### src/rtl/led_seq_pkg.sv
// Shared encodings for the status-LED sequencer: colour codes, win-detect codes
// and the controller state enum.
package led_seq_pkg;

  localparam logic [1:0] COL_OFF   = 2'b00;
  localparam logic [1:0] COL_RED   = 2'b01;
  localparam logic [1:0] COL_GREEN = 2'b10;
  localparam logic [1:0] COL_BLUE  = 2'b11;

  localparam logic [1:0] DW_NONE = 2'b00;
  localparam logic [1:0] DW_P1   = 2'b01;
  localparam logic [1:0] DW_P2   = 2'b10;
  localparam logic [1:0] DW_DRAW = 2'b11;

  typedef enum logic [2:0] {
    IDLE,
    TURN,
    WIN_BLINK,
    WIN_HOLD,
    DRAW_CYCLE
  } state_t;

  // Draw animation walks red -> green -> blue -> red and never shows off.
  function automatic logic [1:0] next_draw_colour(input logic [1:0] c);
    case (c)
      COL_RED:   next_draw_colour = COL_GREEN;
      COL_GREEN: next_draw_colour = COL_BLUE;
      default:   next_draw_colour = COL_RED;
    endcase
  endfunction

endpackage

### src/rtl/led_status_sequencer_tick_prescaler.sv
// Free-running animation tick divider; restart realigns it so the first tick
// lands exactly TICK_DIV cycles later.
module tick_prescaler #(
  parameter int TICK_DIV = 50_000_000
) (
  input  logic clk,
  input  logic rst,
  input  logic restart,
  output logic tick
);

  localparam int CW = (TICK_DIV > 1) ? $clog2(TICK_DIV) : 1;
  localparam logic [CW-1:0] LAST = CW'(TICK_DIV - 1);

  logic [CW-1:0] count;

  assign tick = (count == LAST);

  always_ff @(posedge clk or posedge rst) begin
    if (rst) begin
      count <= '0;
    end else if (restart || tick) begin
      count <= '0;
    end else begin
      count <= count + CW'(1);
    end
  end

endmodule

### src/rtl/led_status_sequencer.sv
// Board status-LED controller: maps game events to the RGB driver colour code
// and owns all blink/cycle timing.
module led_status_sequencer
  import led_seq_pkg::*;
#(
  parameter int TICK_DIV    = 50_000_000,
  parameter int BLINK_COUNT = 6
) (
  input  logic       clk,
  input  logic       rst,
  input  logic       game_active,
  input  logic       turn,
  input  logic [1:0] detect_win,
  input  logic       clear,
  output logic [1:0] color_sel,
  output logic       busy,
  output logic       result_shown
);

  localparam int BW = $clog2(BLINK_COUNT + 1);

  state_t        state, state_next;
  logic [1:0]    winner, winner_next;
  logic [1:0]    color_next;
  logic [BW-1:0] blink_cnt, blink_cnt_next;
  logic          busy_next, shown_next;
  logic          tick, restart;

  assign restart = (state_next != state);

  tick_prescaler #(.TICK_DIV(TICK_DIV)) u_tick (
    .clk     (clk),
    .rst     (rst),
    .restart (restart),
    .tick    (tick)
  );

  // The registered colour doubles as the blink phase and the draw-cycle position.
  always_comb begin
    state_next     = state;
    winner_next    = winner;
    blink_cnt_next = blink_cnt;
    color_next     = color_sel;
    if (clear) begin
      state_next = IDLE;
      color_next = COL_OFF;
    end else begin
      case (state)
        IDLE: begin
          color_next = COL_OFF;
          if (game_active) begin
            state_next = TURN;
            color_next = turn ? COL_GREEN : COL_RED;
          end
        end
        TURN: begin
          color_next = turn ? COL_GREEN : COL_RED;
          if (detect_win == DW_P1 || detect_win == DW_P2) begin
            state_next     = WIN_BLINK;
            winner_next    = detect_win;
            blink_cnt_next = '0;
            color_next     = detect_win;
          end else if (detect_win == DW_DRAW) begin
            state_next = DRAW_CYCLE;
            color_next = COL_RED;
          end else if (!game_active) begin
            state_next = IDLE;
            color_next = COL_OFF;
          end
        end
        WIN_BLINK: begin
          if (tick) begin
            blink_cnt_next = blink_cnt + BW'(1);
            if (blink_cnt_next == BW'(BLINK_COUNT)) begin
              state_next = WIN_HOLD;
              color_next = winner;
            end else begin
              color_next = (color_sel == COL_OFF) ? winner : COL_OFF;
            end
          end
        end
        WIN_HOLD: begin
          color_next = winner;
        end
        DRAW_CYCLE: begin
          if (tick) begin
            color_next = next_draw_colour(color_sel);
          end
        end
        default: begin
          state_next = IDLE;
          color_next = COL_OFF;
        end
      endcase
    end
    busy_next  = (state_next == WIN_BLINK) || (state_next == DRAW_CYCLE);
    shown_next = (state_next == WIN_HOLD) && (state != WIN_HOLD);
  end

  always_ff @(posedge clk or posedge rst) begin
    if (rst) begin
      state        <= IDLE;
      winner       <= COL_OFF;
      blink_cnt    <= '0;
      color_sel    <= COL_OFF;
      busy         <= 1'b0;
      result_shown <= 1'b0;
    end else begin
      state        <= state_next;
      winner       <= winner_next;
      blink_cnt    <= blink_cnt_next;
      color_sel    <= color_next;
      busy         <= busy_next;
      result_shown <= shown_next;
    end
  end

endmodule

### config.mk
export PLATFORM = sky130hd
export DESIGN_NAME = led_status_sequencer
export DESIGN_NICKNAME = d
export VERILOG_FILES = /design/src/rtl/led_seq_pkg.sv /design/src/rtl/led_status_sequencer_tick_prescaler.sv /design/src/rtl/led_status_sequencer.sv
export SDC_FILE = /design/constraint.sdc
export NUM_CORES = 1
export LEC_CHECK = 0
export BUFFER_PORTS_ARGS = -buffer_cell sky130_fd_sc_hd__buf_2
export CAP_MARGIN = 10
export CORE_UTILIZATION = 40
export DETAILED_ROUTE_END_ITERATION = 8
export RECOVER_POWER = 50
export SYNTH_ARGS = -nofsm -noshare
export SYNTH_HDL_FRONTEND = slang
export SYNTH_SLANG_ARGS = --single-unit
### constraint.sdc
create_clock -name clk -period 4.9 [get_ports clk]
set_input_delay 0.735 -clock clk [delete_from_list [all_inputs] [get_ports clk]]
set_output_delay 0.735 -clock clk [all_outputs]
set_load 0.01 [all_outputs]
==> flow_metrics.env, run 1 <==
export IMPL_outcome="complete, but fails checks"
export IMPL_violations="capacitance limit, slew limit"
export IMPL_die_area_sq_um=5470
export IMPL_ys_seq_elements=38
export IMPL_r2r_slack_ns=2.90
export IMPL_synth_compound_area_share_pct=5.08
export IMPL_wire_per_inst_um=12.8
export IMPL_yosysMostFrequentCell="dfrtp_1"
export IMPL_die_w_um=73.9
export IMPL_grt_pass1_vias=1426
export IMPL_relSlewSlack_pct=-32.3
export IMPL_globalRoute_totalOverflow=0
export IMPL_netlist_area_sq_um=2070
export IMPL_yosys_area_top_type="dfrtp_1"
export IMPL_place_area_sq_um=2180
export IMPL_criticalPathCategory="in2async"
export IMPL_cts_htree_levels=2
export IMPL_fin_area_sq_um=2260
export IMPL_cellPowerDensity_nw_per_um2=291
export IMPL_initial_core_util_pct=42.7
export IMPL_drv_cap=1
export IMPL_worst_path_buf_inv=3
export IMPL_row_count=25
export IMPL_clockBufferDepth=2
export IMPL_ctsHoldBuffers=0
export IMPL_ys_seq_area_share_pct=45.9
export IMPL_postSynthAreaPerCell_sq_um=9.67
export IMPL_viasPerCell=5.17
export IMPL_synthSimpleGateAreaFrac_pct=29.0
export IMPL_max_vdd_ir_drop_mv=0.214
export IMPL_muxShareOfSynthArea_pct=3.02
export IMPL_drive_gt1_share_pct=10.6
export IMPL_cts_sinks=38
export IMPL_hp_class="reg2reg"
export IMPL_synthTopCellsByCount="dfrtp_1, nor2_1, xor2_1"
export IMPL_r2r_start="u_tick.count[18]"
export IMPL_clk_pin_slew_worst_paths_ns=0.07
export IMPL_finalMaxSlewViolations=39
export IMPL_cts_made_buffers=5
export IMPL_drt_iter0_drc=84
export IMPL_cp_cell_sequence="buf_2 -> inv_1 -> clkbuf_1"
export IMPL_dpl_hpwl_um=2620
export IMPL_synthCells=214
export IMPL_port_buffers=10
export IMPL_vias=1514
export IMPL_cp_slowest_cell="clkbuf_1"
export IMPL_grt_pass1_wl_um=6440
export IMPL_hold_path_startpoint="winner[1]"
export IMPL_fin_crit_sh_pct=46.9
export IMPL_period_needed_ns=2.30
export IMPL_synthFlopType="dfrtp_1"
export IMPL_fp_coreArea_sq_um=4850
export IMPL_synth_top_family_by_area="simple AND/OR/NAND/NOR gates"
export IMPL_syn_nets=227
export IMPL_setup_tns_final_ns=0
export IMPL_critPathRequiredTime_ns=4.90
export IMPL_synth_adder_area_share_pct=3.63
export IMPL_synth_edff_count=0
export IMPL_io_pins=11
export IMPL_slowest_delay_ns=1.41
export IMPL_insertion_delay_ns=0.28
export IMPL_fin_nets=238
export IMPL_crit_fanout=38
export IMPL_synthXorXnorAreaFrac_pct=11.0
export IMPL_wirelength_um=3760
export IMPL_postRouteAntennaNets=0
export IMPL_diodes=0
export IMPL_die_h_um=73.9
export IMPL_track_usage_pct=15.9
export IMPL_crit_path_end_kind="asynchronous set/reset pin"
export IMPL_synth_cell_types=42
export IMPL_p_leak_nw=0.997
export IMPL_post_cts_buffers=0
export IMPL_first_pass_iters=4
export IMPL_cp_startpoint="rst"
export IMPL_place_gp_congestion=0.871
export IMPL_async_flop_share_pct=100
export IMPL_start_kind="input pin"
export IMPL_tightest_slew_ns=1.98
export IMPL_grt_setup_unrepaired="false"
export IMPL_cts_tree="built"
export IMPL_synth_top_area_share_pct=45.9
export IMPL_path_delay_family="buffers and inverters"
export IMPL_hold_viol_final=0
export IMPL_grt_antenna_before_repair=0
export IMPL_finalPower_w=0.000659
export IMPL_clock_fmax_ghz=0.435
export IMPL_post_cts_resized=0
export IMPL_drc=0
export IMPL_cts_root_buffer="clkbuf_8"
export IMPL_ys_top_cells_by_area="dfrtp_1, xor2_1, nor2_1, nand3_1, ha_1"
export IMPL_grt_max_degree=39
export IMPL_synth_warnings=0
export IMPL_crit_arrival_ns=2.30
export IMPL_area_growth_pct=9.37
export IMPL_finalSetupViolations=0
export IMPL_fin_skew_ns=0.0103
==> where the power goes <==
group	switching (W)	total (W)	leakage [nW]	internal, W
Combinational	0.0000509	0.0000896	0.431	0.0000387
Clock	0.000108	0.000208	0.0452	0.000100
Sequential	0.0000239	0.000362	0.520	0.000338
==> cell families after synthesis <==
family                   after synthesis
multiplexers                           6
buffers and inverters                 12
XOR/XNOR                              26
AO/OA/AOI/OAI                         15
AND/OR/NAND/NOR                      111
flip-flops                            38
adder cells (fa/ha/maj)                6
==> registers in the layout, indices dropped and copies added (netlist names) <==
register	count
color_sel	2
u_tick.count	26
blink_cnt	3
state	3
result_shown	1
busy	1
winner	2
==> final timing paths <==
path | endpoint | depth (start not counted)
setup reg to reg | u_tick.count[16] | 5
setup / recovery | u_tick.count[3] | 3
min in group asynchronous | blink_cnt[2] | 3
hold / removal | winner[1] | 1
max in group clk | u_tick.count[16] | 5
hold reg to reg | winner[1] | 1
==> per-layer routing <==
layer | track usage [%] | wire length, um | part of all wire [%]
met3 | 4.07 | 155 | 4.1
met4 | 5.34 | 49 | 1.3
met2 | 24.9 | 1740 | 46
met1 | 21.5 | 1810 | 48
met5 | 0 | 0 | 0
==> cells in the final DEF (no fill, tap or decap), drive strengths merged, types with 5 or more instances in the layout <==
| cell | instances |
|---|---|
| dfrtp | 38 |
| nor2 | 38 |
| xor2 | 22 |
| nand3 | 17 |
| nand2 | 14 |
| nand4 | 11 |
| buf | 9 |
| clkbuf | 8 |
| ha | 6 |
| nor3 | 6 |
| inv | 5 |
| nand2b | 5 |
| o21ai | 5 |
==> through the flow <==
stage	setup slack, ns	util [%]	cells	hold slack (ns)
floorplan	2.93	-	214	0.465
global placement	2.60	45.0	285	0.496
detailed placement	2.58	45.0	285	0.502
CTS	2.87	46.8	293	0.520
global route	2.04	46.7	293	0.544
finish	2.60	46.7	293	0.512
==> final cells by class <==
class	count	area, sq um
repair buffers	11	52.6
clock inverters	2	13.8
inverters	5	18.8
flip-flops and latches	38	951
fillers	487	2580
clock buffers	6	72.6
well taps	67	83.8
multi-input cells	164	1070
No activity file was read; power rests on OpenSTA's default activity.
==> inputs of run 2 (changes only) <==
==> constraint.sdc (replaced) <==
create_clock -name clk -period 1.9 [get_ports clk]
set_input_delay 0.285 -clock clk [delete_from_list [all_inputs] [get_ports clk]]
set_output_delay 0.285 -clock clk [all_outputs]
set_load 0.01 [all_outputs]
==> run 2 against run 1 <==
  * Combinational power grew to 3.0 times the previous value
  * Critical path depth is 2 higher
  * Clock power grew to 2.5 times the previous value
  * The run now ends clean
  * Sequential power grew to 2.6 times the previous value
  * Flip-flop and latch count stayed put
  * Worst hold slack worse by 0.25 ns
  * Via count is 1.2% lower
  * Largest cell class unchanged
  * Core utilization is 1.9 points higher
  * Non-clock buffer count is 9 higher
  * Largest power group unchanged
==> flow_metrics.env, run 2 (synthesized netlist as in run 1, its figures left out) <==
export IMPL_outcome="finished clean"
export IMPL_cellPowerDensity_nw_per_um2=737
export IMPL_cts_root_buffer="clkbuf_8"
export IMPL_fin_nets=247
export IMPL_initial_core_util_pct=42.7
export IMPL_drive_gt1_share_pct=14.2
export IMPL_cp_cell_sequence="or4_4 -> nor2_4 -> nand4_4 -> o31ai_2 -> nor2_1"
export IMPL_relSlewSlack_pct=39.2
export IMPL_max_vdd_ir_drop_mv=0.407
export IMPL_fin_skew_ns=0.00357
export IMPL_grt_antenna_before_repair=0
export IMPL_seq_power_share_pct=53.9
export IMPL_clock_fmax_ghz=0.570
export IMPL_fin_crit_sh_pct=92.3
export IMPL_grt_setup_unrepaired="false"
export IMPL_place_area_sq_um=2270
export IMPL_wirelength_um=3710
export IMPL_drc=0
export IMPL_insertion_delay_ns=0.28
export IMPL_layout_commonest_cell="dfrtp_1"
export IMPL_clockBufferDepth=2
export IMPL_postRouteAntennaNets=0
export IMPL_cts_htree_levels=2
export IMPL_wire_per_inst_um=12.4
export IMPL_criticalPathCategory="reg2reg"
export IMPL_hold_viol_final=0
export IMPL_first_pass_iters=4
export IMPL_dpl_hpwl_um=2750
export IMPL_crit_path_end_kind="register"
export IMPL_p_clk_share_pct=30.4
export IMPL_diodes=0
export IMPL_place_gp_congestion=0.782
export IMPL_grt_pass1_vias=1420
export IMPL_crit_arrival_ns=1.92
export IMPL_area_growth_pct=13.8
export IMPL_period_needed_ns=1.75
export IMPL_regMostFlops="u_tick.count"
export IMPL_p_leak_nw=1.05
export IMPL_worst_path_buf_inv=0
export IMPL_setup_tns_final_ns=0
export IMPL_grt_pass1_wl_um=6380
export IMPL_crit_fanout=7
export IMPL_die_area_sq_um=5470
export IMPL_drv_cap=0
export IMPL_power_internal_w=0.00128
export IMPL_cts_made_buffers=5
export IMPL_p_sw_share_pct=26.1
export IMPL_hp_class="in2reg"
export IMPL_fin_area_sq_um=2350
export IMPL_grt_max_degree=39
export IMPL_start_kind="register"
export IMPL_cp_slowest_cell="or4_4"
export IMPL_path_delay_family="simple AND/OR/NAND/NOR gates"
export IMPL_row_count=25
export IMPL_drt_iter0_drc=33
export IMPL_tightest_slew_ns=0.912
export IMPL_finalSetupViolations=0
export IMPL_final_cell_mix="dfrtp_1, nor2_1, xor2_1, nand3_1, nand2_1"
export IMPL_clk_pin_slew_worst_paths_ns=0.07
export IMPL_reg_top3="u_tick.count (26), blink_cnt (3), state (3)"
export IMPL_slowest_delay_ns=0.55
export IMPL_fp_coreArea_sq_um=4850
export IMPL_finalMaxSlewViolations=0
export IMPL_track_usage_pct=15.4
export IMPL_cts_tree="built"
export IMPL_finalPower_w=0.00174
export IMPL_die_h_um=73.9
export IMPL_globalRoute_totalOverflow=0
export IMPL_die_w_um=73.9
export IMPL_io_pins=11
export IMPL_vias=1496
export IMPL_p_sw_w=0.000454
export IMPL_largest_reg_flops=26
export IMPL_critPathRequiredTime_ns=2.06
export IMPL_viasPerCell=4.99
export IMPL_holdWs_ns=0.260
export IMPL_port_buffers=10
export IMPL_p_comb_share_pct=15.7
export IMPL_cts_sinks=38
==> run 2: changes by cell type in the layout (fill, tap and decap cells not counted) <==
| cell | previous run | this run |
|---|---|---|
| clkinv_2 | 1 | 0 |
| nor2_1 | 37 | 36 |
| clkbuf_2 | 0 | 1 |
| buf_12 | 0 | 2 |
| clkbuf_1 | 3 | 2 |
| clkinv_4 | 1 | 0 |
| nor2_2 | 0 | 1 |
| buf_2 | 9 | 8 |
| buf_4 | 0 | 7 |
| clkbuf_8 | 5 | 6 |
==> run 2: final cells by class <==
class | instances | area (sq um)
timing repair buffer | 20 | 145
fill | 471 | 2490
inverter | 5 | 18.8
multi-input combinational | 164 | 1070
tap | 67 | 83.8
sequential | 38 | 951
clock buffer | 6 | 82.6
==> run 2: metrics by stage <==
stage                     setup slack (ns)  cells  util, %
after floorplan                      0.186    214        -
after global placement               0.133    294     46.9
after detailed placement            0.0923    294     46.9
after CTS                           0.0706    300     48.6
after global routing                0.0222    300     48.6
final                                0.146    300     48.6
==> run 2: what timing repair did <==
action / 4_1_cts / 5_1_grt
buffers inserted: 0 / 0
resized for setup: 0 / 1
hold buffers: 0 / 0
setup endpoints to repair: 0 / 4
==> run 2: power groups by stage <==
stage | logic (W) | registers [W] | clock network (W)
finish | 0.000273 | 0.000935 | 0.000529
global route | 0.000319 | 0.000941 | 0.000584
CTS | 0.000281 | 0.000934 | 0.000551
detailed placement | 0.000279 | 0.000949 | 0
global placement | 0.000277 | 0.000949 | 0
floorplan | 0.000192 | 0.000930 | 0
==> run 2: worst reg2reg max path: cells and delay by family, from the launching register on <==
kind / cells / cell delay [ns]
and+or+nand+nor: 4 / 0.93
DFF: 1 / 0.39
AOI/OAI and AO/OA: 1 / 0.33
==> run 2: per-layer routing <==
layer	part of all wire (%)	track usage [%]	vias to the layer above
met2	44	22.6	12
met4	0.97	5.13	0
met1	53	22.1	698
met3	2.0	4.07	5
met5	0	0	-
li1	-	-	781
==> run 2: worst paths after layout <==
check / from / to / slack, ns / cells after the start
setup / recovery: u_tick.count[10] / busy / 0.15 / 5
hold / removal: detect_win[0] / winner[0] / 0.26 / 2
setup reg to reg: u_tick.count[10] / busy / 0.15 / 5
hold reg to reg: u_tick.count[0] / u_tick.count[0] / 0.50 / 1
max in group asynchronous: rst / u_tick.count[5] / 1.07 / 3
min in group asynchronous: rst / state[0] / 0.27 / 3
